`src/rtl/seg_display_ctrl.sv`:
```
// Multi-digit seven-segment controller: valid/ready capture, hex decode with
// leading-zero blanking, per-digit dp/blink, static bus plus multiplexed scan.
//
//   state  | meaning
//   S_IDLE | stage 1 empty, in_ready high, waiting for a transfer
//   S_FULL | stage 1 holds captured data, stage 2 loads on the next edge
module seg_display_ctrl #(
   parameter int NDIGITS    = 8,
   parameter int BLINK_DIV  = 25000000,
   parameter int SCAN_DIV   = 50000,
   parameter bit ACTIVE_LOW = 1'b1
) (
   input  logic                   clk,
   input  logic                   rst,
   input  logic                   in_valid,
   output logic                   in_ready,
   input  logic [4*NDIGITS-1:0]   in_value,
   input  logic [NDIGITS-1:0]     in_dp,
   input  logic [NDIGITS-1:0]     in_blink,
   input  logic                   in_lzb,
   output logic [8*NDIGITS-1:0]   seg_flat,
   output logic [7:0]             scan_seg,
   output logic [NDIGITS-1:0]     scan_an
);

   localparam int BW = ($clog2(BLINK_DIV) < 1) ? 1 : $clog2(BLINK_DIV);
   localparam int SW = ($clog2(SCAN_DIV) < 1) ? 1 : $clog2(SCAN_DIV);
   localparam int IW = ($clog2(NDIGITS) < 1) ? 1 : $clog2(NDIGITS);
   localparam logic [7:0]         SEG_OFF = {8{ACTIVE_LOW}};
   localparam logic [NDIGITS-1:0] AN_OFF  = {NDIGITS{ACTIVE_LOW}};

   typedef enum logic {S_IDLE, S_FULL} state_t;

   state_t                 state, state_nxt;
   logic                   load_s1, load_s2;

   logic [4*NDIGITS-1:0]   s1_value;
   logic [NDIGITS-1:0]     s1_dp, s1_blink;
   logic                   s1_lzb;

   logic [8*NDIGITS-1:0]   dec_seg;
   logic [8*NDIGITS-1:0]   s2_seg;
   logic [NDIGITS-1:0]     s2_blink;

   logic [BW-1:0]          blink_cnt;
   logic                   blink_hidden;
   logic [SW-1:0]          scan_cnt;
   logic [IW-1:0]          scan_idx;
   logic [7:0]             scan_byte;
   logic [NDIGITS-1:0]     an_nxt;

   function automatic logic [6:0] hex_pat(input logic [3:0] nib);
      case (nib)
         4'h0:    return 7'b1111110;
         4'h1:    return 7'b0110000;
         4'h2:    return 7'b1101101;
         4'h3:    return 7'b1111001;
         4'h4:    return 7'b0110011;
         4'h5:    return 7'b1011011;
         4'h6:    return 7'b1011111;
         4'h7:    return 7'b1110000;
         4'h8:    return 7'b1111111;
         4'h9:    return 7'b1111011;
         4'hA:    return 7'b1110111;
         4'hB:    return 7'b0011111;
         4'hC:    return 7'b1001110;
         4'hD:    return 7'b0111101;
         4'hE:    return 7'b1001111;
         default: return 7'b1000111;
      endcase
   endfunction

   always_ff @(posedge clk) begin
      if (rst) state <= S_IDLE;
      else     state <= state_nxt;
   end

   always_comb begin
      state_nxt = state;
      case (state)
         S_IDLE:  if (in_valid) state_nxt = S_FULL;
         S_FULL:  state_nxt = S_IDLE;
         default: state_nxt = S_IDLE;
      endcase
   end

   always_comb begin
      in_ready = (state == S_IDLE);
      load_s1  = (state == S_IDLE) && in_valid;
      load_s2  = (state == S_FULL);
   end

   always_ff @(posedge clk) begin
      if (rst) begin
         s1_value <= '0;
         s1_dp    <= '0;
         s1_blink <= '0;
         s1_lzb   <= 1'b0;
      end else if (load_s1) begin
         s1_value <= in_value;
         s1_dp    <= in_dp;
         s1_blink <= in_blink;
         s1_lzb   <= in_lzb;
      end
   end

   // Walk from the most significant digit so upper_zero covers this and all higher nibbles.
   always_comb begin : decode
      logic       upper_zero;
      logic       blank;
      logic [3:0] nib;
      dec_seg    = '0;
      upper_zero = 1'b1;
      blank      = 1'b0;
      nib        = 4'h0;
      for (int k = NDIGITS - 1; k >= 0; k--) begin
         nib        = s1_value[4*k +: 4];
         upper_zero = upper_zero && (nib == 4'h0);
         blank      = s1_lzb && (k != 0) && upper_zero;
         dec_seg[8*k +: 8] = {(blank ? 7'b0 : hex_pat(nib)), s1_dp[k]};
      end
   end

   always_ff @(posedge clk) begin
      if (rst) begin
         s2_seg   <= '0;
         s2_blink <= '0;
      end else if (load_s2) begin
         s2_seg   <= dec_seg;
         s2_blink <= s1_blink;
      end
   end

   always_ff @(posedge clk) begin
      if (rst) begin
         blink_cnt    <= '0;
         blink_hidden <= 1'b0;
      end else if (blink_cnt == BW'(BLINK_DIV - 1)) begin
         blink_cnt    <= '0;
         blink_hidden <= ~blink_hidden;
      end else begin
         blink_cnt <= blink_cnt + 1'b1;
      end
   end

   always_comb begin
      seg_flat = '0;
      for (int k = 0; k < NDIGITS; k++) begin
         if (s2_blink[k] && blink_hidden) seg_flat[8*k +: 8] = SEG_OFF;
         else if (ACTIVE_LOW)             seg_flat[8*k +: 8] = ~s2_seg[8*k +: 8];
         else                             seg_flat[8*k +: 8] = s2_seg[8*k +: 8];
      end
   end

   always_ff @(posedge clk) begin
      if (rst) begin
         scan_cnt <= '0;
         scan_idx <= '0;
      end else if (scan_cnt == SW'(SCAN_DIV - 1)) begin
         scan_cnt <= '0;
         scan_idx <= (scan_idx == IW'(NDIGITS - 1)) ? '0 : scan_idx + 1'b1;
      end else begin
         scan_cnt <= scan_cnt + 1'b1;
      end
   end

   always_comb begin
      scan_byte = SEG_OFF;
      an_nxt    = AN_OFF;
      for (int k = 0; k < NDIGITS; k++) begin
         if (scan_idx == IW'(k)) begin
            scan_byte = seg_flat[8*k +: 8];
            an_nxt[k] = ~ACTIVE_LOW;
         end
      end
   end

   always_ff @(posedge clk) begin
      if (rst) begin
         scan_seg <= SEG_OFF;
         scan_an  <= AN_OFF;
      end else begin
         scan_seg <= scan_byte;
         scan_an  <= an_nxt;
      end
   end

endmodule

```
`config.mk`:
```
export PLATFORM = sky130hd
export DESIGN_NAME = seg_display_ctrl
export DESIGN_NICKNAME = d
export VERILOG_FILES = /design/src/rtl/seg_display_ctrl.sv
export SDC_FILE = /design/constraint.sdc
export NUM_CORES = 1
export LEC_CHECK = 0
export ABC_AREA = 1
export CORE_AREA = 2 2 152 154
export DETAILED_ROUTE_END_ITERATION = 7
export DIE_AREA = 0 0 154 156
export GPL_ROUTABILITY_DRIVEN = 0
export PLACE_DENSITY_LB_ADDON = 0.1
export SLEW_MARGIN = 30
export SYNTH_ARGS = -nofsm -noshare
export SYNTH_HDL_FRONTEND = slang
export SYNTH_SLANG_ARGS = --single-unit
```
`constraint.sdc`:
```
create_clock -name clk -period 2 [get_ports clk]
set_clock_uncertainty 0.1 [all_clocks]
set_input_delay 0.2 -clock clk [delete_from_list [all_inputs] [get_ports clk]]
set_output_delay 0.2 -clock clk [all_outputs]
set_load 0.05 [all_outputs]
```
==> metrics.txt <==
# TYPE chip_impl_metric gauge
chip_impl_metric{name="worst_slew_margin_rel",unit="%"} 46.4
chip_impl_metric{name="synth_seq_cells",unit=""} 232
chip_impl_metric{name="finalMaxSlewViolations",unit=""} 0
chip_impl_metric{name="cts_hold_buf",unit=""} 0
chip_impl_metric{name="floorplan.die_area",unit="µm²"} 24000
chip_impl_metric{name="clkSlewWorstSetupHoldPaths",unit="ns"} 0.06
chip_impl_metric{name="syn-instance-count",unit=""} 1528
chip_impl_metric{name="post_drt_wl_per_cell",unit="µm"} 14.7
chip_impl_metric{name="worst_ep_required_time",unit="ns"} 1.70
chip_impl_metric{name="antenna_cells_inserted",unit=""} 0
chip_impl_info{name="critical_path.endpoint",value="seg_flat[1]"} 1
chip_impl_metric{name="report.final.hold_viol_count",unit=""} 0
chip_impl_metric{name="grt_max_degree",unit=""} 93
chip_impl_metric{name="drt-met1-wl",unit="µm"} 14000
chip_impl_info{name="highest-signal-layer",value="met4"} 1
chip_impl_metric{name="ys.warnings.count",unit=""} 0
chip_impl_metric{name="detail_route.vias_per_cell",unit=""} 5.06
chip_impl_metric{name="design.final.nets",unit=""} 1862
chip_impl_info{name="cp-start-kind",value="flip-flop"} 1
chip_impl_info{name="clk_root_buffer_cell",value="clkbuf_16"} 1
chip_impl_metric{name="synth_edf_count",unit=""} 0
chip_impl_metric{name="htree_num_levels",unit=""} 1
chip_impl_metric{name="height_of_the_chip",unit="µm"} 156
chip_impl_metric{name="mappedNetlistNets",unit=""} 1644
chip_impl_metric{name="cts.sinks",unit=""} 232
chip_impl_metric{name="port-buffer-count",unit=""} 132
chip_impl_metric{name="grt_first_pass_wirelength",unit="µm"} 48000
chip_impl_metric{name="setup_total_neg_slack",unit="ns"} 0
chip_impl_metric{name="ys_async_sr_fraction",unit="%"} 0
chip_impl_metric{name="remaining_drc_errors",unit=""} 0
chip_impl_metric{name="pwr_density_cell",unit="nW/µm²"} 804
chip_impl_metric{name="num_rows",unit=""} 55
chip_impl_metric{name="effective_utilization_at_floorplan",unit="%"} 50.1
chip_impl_info{name="critical_path.slowest_cell",value="dfxtp_4"} 1
chip_impl_metric{name="drtPass1Iterations",unit=""} 5
chip_impl_metric{name="route.vias.total",unit=""} 10400
chip_impl_metric{name="num_io_pins",unit=""} 133
chip_impl_metric{name="flow.area_growth_from_synthesis",unit="%"} 34.2
chip_impl_metric{name="max_slew.worst_pin.slew",unit="ns"} 0.804
chip_impl_metric{name="cts_buffers",unit=""} 25
chip_impl_metric{name="grtUsageTotal",unit="%"} 24.4
chip_impl_info{name="min_path_type",value="input port to flip-flop"} 1
chip_impl_metric{name="report.final.setup_viol",unit=""} 0
chip_impl_metric{name="die_w",unit="µm"} 154
chip_impl_metric{name="max_cap_violations",unit=""} 0
chip_impl_metric{name="clockBufferDepth",unit=""} 3
chip_impl_metric{name="cellLeakagePower",unit="nW"} 6.66
chip_impl_info{name="most-common-layout-cells",value="331 x nand2_1, 229 x dfxtp_1, 182 x nor2_1"} 1
chip_impl_metric{name="overflow_left_after_global_routing",unit=""} 0
chip_impl_metric{name="met2_wirelength",unit="µm"} 14200
chip_impl_metric{name="final.min_clock_period",unit="ns"} 1.95
chip_impl_metric{name="layout_worst_path_cycle_share",unit="%"} 97.5
chip_impl_metric{name="fmax",unit="MHz"} 513
chip_impl_info{name="launching_point_of_the_worst_reg2reg_path",value="load_s2$_SDFF_PP0_"} 1
chip_impl_metric{name="yosysTopAreaCellShare",unit="%"} 41.4
chip_impl_info{name="status",value="completed"} 1
chip_impl_metric{name="post-dp-hpwl",unit="µm"} 22100
chip_impl_metric{name="drt_iter0_markers",unit=""} 602
chip_impl_metric{name="reg_to_reg_slack_setup",unit="ns"} 0.10
chip_impl_metric{name="floorplan.core_area",unit="µm²"} 22400
chip_impl_metric{name="vdd_ir_drop_max",unit="µV"} 571
chip_impl_metric{name="critical_path_peak_fanout",unit=""} 9
chip_impl_info{name="setup_repair_after_global_routing_missed_its_margin",value="false"} 1
chip_impl_metric{name="seq_area_frac_synth",unit="%"} 41.4
chip_impl_metric{name="met3RoutedLength",unit="µm"} 1190
chip_impl_metric{name="distinct_cell_type_count_after_synthesis",unit=""} 51
chip_impl_info{name="yosys_most_used_dff",value="dfxtp_1"} 1
chip_impl_metric{name="critPathMaxStageDelay",unit="ns"} 0.37
chip_impl_info{name="clock_tree_from_tritoncts",value="yes"} 1
chip_impl_info{name="worstPathCellList",value="buf_4 > buf_6 > a21oi_4 > inv_1 > buf_12"} 1
chip_impl_metric{name="fillers",unit=""} 1964
chip_impl_metric{name="insertion_delay",unit="ns"} 0.52
chip_impl_metric{name="syn_area_per_cell",unit="µm²"} 7.34
chip_impl_metric{name="final_core_utilization",unit="%"} 67.2
chip_impl_metric{name="r2r.worst_path.cells",unit=""} 9
chip_impl_metric{name="cell_count_post_placement",unit=""} 2000
chip_impl_metric{name="wirelength",unit="µm"} 30100
chip_impl_info{name="synth.largest_area_cell",value="dfxtp_1"} 1
chip_impl_metric{name="number_of_antenna_violations_at_the_first_check_in_global_routing",unit=""} 0
chip_impl_info{name="commonest_non_fill_non_tap_cell_in_the_layout",value="nand2_1"} 1
chip_impl_metric{name="crit_arrival",unit="ns"} 1.65
chip_impl_info{name="critPathKind",value="flip-flop to output pin"} 1
chip_impl_info{name="critPathLaunch",value="blink_hidden$_SDFFE_PP0P_"} 1
chip_impl_metric{name="antenna_violating_nets_post_route",unit=""} 0
chip_impl_metric{name="stdcell_count",unit=""} 2047
chip_impl_metric{name="grt_pass1_vias",unit=""} 9712
chip_impl_metric{name="fraction_of_layout_instances_using_a_drive_strength_above_1",unit="%"} 17.9
chip_impl_info{name="endpoint_kind",value="output pin"} 1
chip_impl_metric{name="syn_std_cell_area",unit="µm²"} 11200
chip_impl_metric{name="total_power",unit="mW"} 12.1
chip_impl_info{name="post_synth_main_area_contributors",value="dfxtp_1 41%, nand2_1 11%, ha_1 7.1%"} 1
==> worst max-delay path, delay by kind of cell, from the launching register on <==
kind                   cells  cell delay, ns
AO/OA/AOI/OAI              1            0.18
buffers and inverters      4            0.57
flip-flops                 1            0.37
==> kinds of logic (layout without fill, tap and decap cells) <==
| family | count (synthesis) | count (layout) | synth area share [%] |
|---|---|---|---|
| compound gates | 333 | 333 | 15.9 |
| simple gates | 673 | 674 | 26.6 |
| buf+inv | 215 | 448 | 8.15 |
| xor+xnor | 11 | 11 | 0.860 |
| flops | 232 | 232 | 41.4 |
| fa+ha+maj | 64 | 64 | 7.14 |
==> timing repair <==
action | CTS | global route
cloned | 0 | 1
resized for setup | 9 | 18
pin swaps | 0 | 3
endpoints found under the setup margin | 40 | 43
setup buffers | 0 | 3
==> per-layer routing <==
metal  up-vias  global-route usage (%)
li1       5380                       -
met1      4721                    32.4
met2       216                    42.8
met3        51                    2.56
met4         0                    6.01
met5         -                       0
==> metrics by stage <==
stage | cell area, µm² | hold slack [ns] | setup slack [ns]
floorplan | 11200 | 0.263 | 0.0566
global placement | 14100 | 0.332 | -0.359
detailed placement | 14100 | 0.336 | -0.417
CTS | 14900 | 0.0548 | -0.0169
global route | 15000 | 0.0722 | 0.000608
finish | 15000 | 0.0747 | 0.0504
==> Yosys cell counts, drive strengths merged (4+ instances only) <==
cell type	instances
nand3	60
ha	64
nor4	4
dfxtp	232
buf	28
or2	22
clkinv	5
inv	157
nand4	13
nor2	191
clkbuf	25
o21ai	165
xor2	8
o211ai	7
a31oi	10
nor3	32
a21oi	132
nand2	346
o22ai	8
nand3b	4
==> area by class of cell <==
cell class                 instances  area, µm²  share of cell area, %
multi-input combinational       1082       5730                   38.1
sequential                       232       4650                   30.9
timing repair buffer             243       2840                   18.9
clock buffer                      32        692                   4.60
inverter                         162        628                   4.18
tap                              285        357                   2.37
clock inverter                    11        134                  0.890
==> worst min path at each step <==
stage,start,endpoint,slack (ns),cells past startpoint
after detailed placement,flip-flop,s2_seg[28]$_SDFFE_PP0P_,0.34,2
after CTS,rst,load_s2$_SDFF_PP0_,0.05,3
after global routing,rst,s2_seg[23]$_SDFFE_PP0P_,0.07,3
after global placement,flip-flop,s2_seg[31]$_SDFFE_PP0P_,0.33,2
final,rst,load_s2$_SDFF_PP0_,0.07,3
after floorplan,in_blink[7],s1_blink[7]$_SDFFE_PP0N_,0.26,2
==> where the power goes <==
part | leakage [nW] | switching, mW | internal [mW] | total [mW]
Combinational | 4.33 | 1.32 | 0.986 | 2.30
Clock | 0.415 | 1.84 | 2.81 | 4.66
Sequential | 1.91 | 0.175 | 4.97 | 5.14
(Power assumes the default switching activity.)
